## src/rtl/interleaver_ctrl.sv

```systemverilog
// interleaver_ctrl
//   Address and sequencing controller for a ROWS x COLS block interleaver that
//   sits on a two-bank (ping-pong) synchronous RAM. Incoming symbols are
//   written row-major into the write bank. Each completed bank is then read
//   column-major while the next frame fills the other bank.
//
// Reader FSM states
//   state   | meaning
//   --------+------------------------------------------------------------
//   ST_IDLE | no complete frame pending, rd_en low
//   ST_READ | emitting one column-major read address per cycle from rbank
//
// Ports
//   clk2        single clock, rising edge
//   rst_n       synchronous active-low reset
//   din_valid   one input symbol accepted this cycle
//   flush       discard the partial write frame; also suppresses the write
//   wr_en       RAM write strobe (combinational)
//   wr_addr     {wbank, w_idx}
//   rd_en       RAM read strobe (registered)
//   rd_addr     {rbank, r*COLS+c} (registered)
//   dout_valid  rd_en delayed by the one-cycle RAM read latency
//   frame_done  pulse on the last read of a frame
//   busy        a partial frame is held or a read is in progress
module interleaver_ctrl #(
    parameter int ROWS   = 4,
    parameter int COLS   = 4,
    parameter int ADDR_W = 4
) (
    input  logic              clk2,
    input  logic              rst_n,
    input  logic              din_valid,
    input  logic              flush,
    output logic              wr_en,
    output logic [ADDR_W:0]   wr_addr,
    output logic              rd_en,
    output logic [ADDR_W:0]   rd_addr,
    output logic              dout_valid,
    output logic              frame_done,
    output logic              busy
);

    localparam int N  = ROWS * COLS;
    localparam int RW = $clog2(ROWS);
    localparam int CW = $clog2(COLS);

    localparam logic [ADDR_W-1:0] W_LAST = ADDR_W'(N - 1);
    localparam logic [ADDR_W-1:0] COLS_A = ADDR_W'(COLS);
    localparam logic [RW-1:0]     R_LAST = RW'(ROWS - 1);
    localparam logic [CW-1:0]     C_LAST = CW'(COLS - 1);

    typedef enum logic {
        ST_IDLE,
        ST_READ
    } rd_state_t;

    rd_state_t         state_q, state_d;
    logic [ADDR_W-1:0] w_idx_q, w_idx_d;
    logic              wbank_q, wbank_d;
    logic              rbank_q, rbank_d;
    logic [RW-1:0]     r_q, r_d;
    logic [CW-1:0]     c_q, c_d;
    logic [ADDR_W-1:0] rd_idx_q, rd_idx_d;
    logic              rd_en_q, rd_en_d;
    logic              frame_done_q, frame_done_d;
    logic              dout_valid_q, dout_valid_d;
    logic              frame_full;
    logic              last_rd;

    // Writer. flush wins over din_valid, so a flushed final symbol never
    // completes a frame.
    always_comb begin
        wr_en      = rst_n & din_valid & ~flush;
        frame_full = wr_en && (w_idx_q == W_LAST);
        w_idx_d    = w_idx_q;
        wbank_d    = wbank_q;
        if (flush) begin
            w_idx_d = '0;
        end else if (wr_en) begin
            if (w_idx_q == W_LAST) begin
                w_idx_d = '0;
                wbank_d = ~wbank_q;
            end else begin
                w_idx_d = w_idx_q + ADDR_W'(1);
            end
        end
    end

    // Reader. All read-side outputs are computed from the next-state values
    // and registered, so they appear the cycle after the decision.
    always_comb begin
        state_d = state_q;
        rbank_d = rbank_q;
        r_d     = r_q;
        c_d     = c_q;
        last_rd = (r_q == R_LAST) && (c_q == C_LAST);
        case (state_q)
            ST_IDLE: begin
                if (frame_full) begin
                    state_d = ST_READ;
                    rbank_d = wbank_q;
                    r_d     = '0;
                    c_d     = '0;
                end
            end
            ST_READ: begin
                if (last_rd) begin
                    r_d = '0;
                    c_d = '0;
                    if (frame_full) begin
                        // back-to-back frame: keep reading with no gap
                        rbank_d = wbank_q;
                    end else begin
                        state_d = ST_IDLE;
                    end
                end else if (r_q == R_LAST) begin
                    r_d = '0;
                    c_d = c_q + CW'(1);
                end else begin
                    r_d = r_q + RW'(1);
                end
            end
            default: state_d = ST_IDLE;
        endcase
        rd_en_d      = (state_d == ST_READ);
        rd_idx_d     = ADDR_W'(r_d) * COLS_A + ADDR_W'(c_d);
        frame_done_d = (state_d == ST_READ) && (r_d == R_LAST) && (c_d == C_LAST);
        dout_valid_d = rd_en_q;
    end

    always_ff @(posedge clk2) begin
        if (!rst_n) begin
            state_q      <= ST_IDLE;
            w_idx_q      <= '0;
            wbank_q      <= 1'b0;
            rbank_q      <= 1'b0;
            r_q          <= '0;
            c_q          <= '0;
            rd_idx_q     <= '0;
            rd_en_q      <= 1'b0;
            frame_done_q <= 1'b0;
            dout_valid_q <= 1'b0;
        end else begin
            state_q      <= state_d;
            w_idx_q      <= w_idx_d;
            wbank_q      <= wbank_d;
            rbank_q      <= rbank_d;
            r_q          <= r_d;
            c_q          <= c_d;
            rd_idx_q     <= rd_idx_d;
            rd_en_q      <= rd_en_d;
            frame_done_q <= frame_done_d;
            dout_valid_q <= dout_valid_d;
        end
    end

    assign wr_addr    = {wbank_q, w_idx_q};
    assign rd_en      = rd_en_q;
    assign rd_addr    = {rbank_q, rd_idx_q};
    assign frame_done = frame_done_q;
    assign dout_valid = dout_valid_q;
    assign busy       = (w_idx_q != '0) || (state_q == ST_READ);

endmodule
```

## config.mk

```make
export PLATFORM = sky130hd
export DESIGN_NAME = interleaver_ctrl
export DESIGN_NICKNAME = d
export VERILOG_FILES = /design/src/rtl/interleaver_ctrl.sv
export SDC_FILE = /design/constraint.sdc
export NUM_CORES = 1
export LEC_CHECK = 0
export BUFFER_PORTS_ARGS = -buffer_cell sky130_fd_sc_hd__buf_2
export CORE_AREA = 3 3 44 46
export DETAILED_ROUTE_END_ITERATION = 10
export DIE_AREA = 0 0 47 49
export GPL_ROUTABILITY_DRIVEN = 0
export PLACE_DENSITY = 0.68
export SETUP_SLACK_MARGIN = 0.2
export SLEW_MARGIN = 30
export SYNTH_ARGS = -nofsm -noshare
export SYNTH_HDL_FRONTEND = slang
export SYNTH_SLANG_ARGS = --single-unit
```

## constraint.sdc

```tcl
create_clock -name clk2 -period 1.16 [get_ports clk2]
set_input_delay 0.116 -clock clk2 [delete_from_list [all_inputs] [get_ports clk2]]
set_output_delay 0.116 -clock clk2 [all_outputs]
set_load 0.005 [all_outputs]
```

==> reports/qor.yml <==
status:
  status: "finished with violations"
  violations: "setup timing"
yosys:
  synthArstFlopShare_pct: 0
  synth_area_per_cell_um2: 8.89
  synth.distinct_cells: 30
  mappedNetlistNets: 84
  yosysWarnings: 0
  synth-seq-cells: 13
  seq_area_frac_synth_pct: 38.5
  synthFlopType: "dfxtp_1"
  netlist_instances: 76
  synth_edf_count: 0
  synth_area_um2: 676
critical_path:
  max_stage_delay_ns: 0.42
  cp.required_ns: 1.04
  cp-end-kind: "output port"
  critPathLaunch: "w_idx_q[0]"
  arrival_ns: 1.34
  startpoint_type: "flip-flop"
  r2r_cells: 5
  cp_cell_sequence: "inv_2, ha_1, or4b_1, buf_2"
  reg2reg_from: "w_idx_q[0]"
  slowest_stage: "or4b_1"
  crit_path_max_fanout: 2
  critical_path_class: "flip-flop to output port"
finish:
  final_layout_size_suffix_gt1_share_pct: 58.9
  layout_commonest_cell: "buf_6"
  fillerInstances: 115
  final_cell_mix: "buf_6, buf_2, nor2b_1"
  area_growth_pct: 59.8
  nets: 116
  antenna_cells: 0
  layout.cells.non_filler: 123
global_route:
  grt_pass1_wl_mm: 2.64
  grt_max_degree: 11
  grtUsageTotal_pct: 15.5
  grt_pass1_vias: 580
  antenna_found_initial: 0
  overflow: 0
timing:
  worst_pin_slew_ns: 0.286
  slew_headroom_pct: 80.9
  min_period_ns: 1.46
  setup_viol: 8
  fin_skew_ns: 0.00399
  finalHoldViolations: 0
  setup_ws_ns: -0.301
  rsz0062_at_grt: "true"
  finalMaxSlewViolations: 0
  post-route-period-util_pct: 126
  max_freq_mhz: 684
  tns_ns: -0.984
detailed_routing:
  drt_pass1_iterations: 2
  vias: 638
  initialDrtViolationCount: 8
  drc: 0
  viasPerCell: 5.19
  wl_per_cell_um: 13.1
  finalWirelength_mm: 1.61
  ant_nets: 0
hold_path:
  hold_path.startpoint: "rst_n"
  hold_path.class: "primary input to flip-flop"
  min_delay_path_depth: 2
clock_tree:
  ctsHoldBuffers: 0
  cts_inserted_buffers: 3
  cts_sinks: 13
  cts_root_buf: "clkbuf_4"
  cts_tree: "yes"
  htree_num_levels: 1
  cts_max_path_buffers: 2
  clk_pin_slew_ns: 0.09
  clock_latency_ns: 0.27
power_and_ir_drop:
  powerDensity_nw_per_um2: 731
  p_leak_nw: 0.468
  p_clk_share_pct: 36.4
  combPwrFrac_pct: 7.8
  seq_power_share_pct: 55.8
  switchingPower_mw: 0.188
  p_int_mw: 0.601
  sw_frac_of_total_pct: 23.8
  irDropWorstVdd_mv: 0.560
floorplanning:
  io_pins: 19
  dieArea_um2: 2300
  start_util_pct: 43.8
  die-height_um: 49
  core-area_um2: 1540
  die_x_um: 47
  num_rows: 14
place:
  hpwl_mm: 1.07
  buffer_ports.inserted: 18
  dpl.cell_count: 114
job:
  max_cap_violations: 0
==> critical path, delay by kind of cell, from the launching register on <==
| kind | cells | cell delay (ns) |
|---|---|---|
| buffers and inverters | 2 | 0.18 |
| adders and majority gates | 1 | 0.12 |
| and+or+nand+nor | 1 | 0.42 |
| DFF | 1 | 0.36 |
==> state kept, by name, summed over array words and instances, names as in the netlist <==
signal and flops:
w_idx_q 4, dout_valid 1, wbank_q 1, frame_done 1, r_q 2, rbank_q 1
c_q 1, rd_idx_q 1, rd_en 1
==> what timing repair did <==
item                       4_1_cts  5_1_grt
setup buffers                    4        1
gates resized for setup         29       13
pin swaps                        5        5
setup endpoints to repair       18       20
==> cell type report <==
class,count,area (µm²),share of cell area (%)
Multi-Input combinational cell,54,475,44.0
Tap cell,16,20.0,1.85
Inverter,5,18.8,1.74
Sequential cell,13,284,26.3
Timing Repair Buffer,31,255,23.6
Clock buffer,4,26.3,2.43
==> per-layer routing <==
metal | share of wire, % | track usage (%)
met5 | 0 | 0
met4 | 0.81 | 5.53
met3 | 3.9 | 4.43
met2 | 49 | 23.8
met1 | 46 | 20.1
==> power groups by stage <==
| stage | Sequential [mW] | Clock, mW | Combinational [mW] |
|---|---|---|---|
| finish | 0.440 | 0.288 | 0.0614 |
| global route | 0.441 | 0.327 | 0.0671 |
| CTS | 0.442 | 0.298 | 0.0566 |
| detailed placement | 0.457 | 0 | 0.0461 |
| global placement | 0.456 | 0 | 0.0452 |
| floorplan | 0.458 | 0 | 0.0235 |
==> logic make-up after synthesis <==
family	count (synthesis)	share of synthesized area, %
buf+inv	9	6.29
mux	1	1.48
flops	13	38.5
fa+ha+maj	4	7.41
simple gates	28	26.7
compound gates	18	15.7
xor+xnor	3	3.89
==> per-stage QoR <==
step / hold WS, ns / total power, mW / cell area [µm²] / worst slack (ns) / utilization [%]
after global routing: 0.132 / 0.835 / 1080 / -0.341 / 70.0
after floorplan: 0.234 / 0.481 / 738 / 0.0342 / -
after CTS: 0.136 / 0.796 / 1020 / -0.303 / 65.9
final: 0.146 / 0.789 / 1080 / -0.301 / 70.0
after global placement: 0.431 / 0.502 / 875 / -0.00713 / 56.7
after detailed placement: 0.431 / 0.503 / 875 / -0.0231 / 56.7
==> worst paths after layout <==
kind	to	slack [ns]
setup / recovery	busy	-0.30
hold / removal	rd_en	0.15
setup reg to reg	wbank_q	-0.16
hold reg to reg	rbank_q	0.50
==> Yosys cell counts, types with 2 or more instances <==
cell       n  area (µm²)
dfxtp_1   13         260
o21ai_0    7        35.0
nor2b_1    6        37.5
a21oi_1    5        25.0
inv_1      5        18.8
nor2_1     5        18.8
ha_1       4        50.1
nand2_1    4        15.0
nor3_1     3        15.0
a21boi_0   2        15.0
buf_4      2        15.0
xor2_1     2        17.5
No activity file was read; power rests on OpenSTA's default activity.
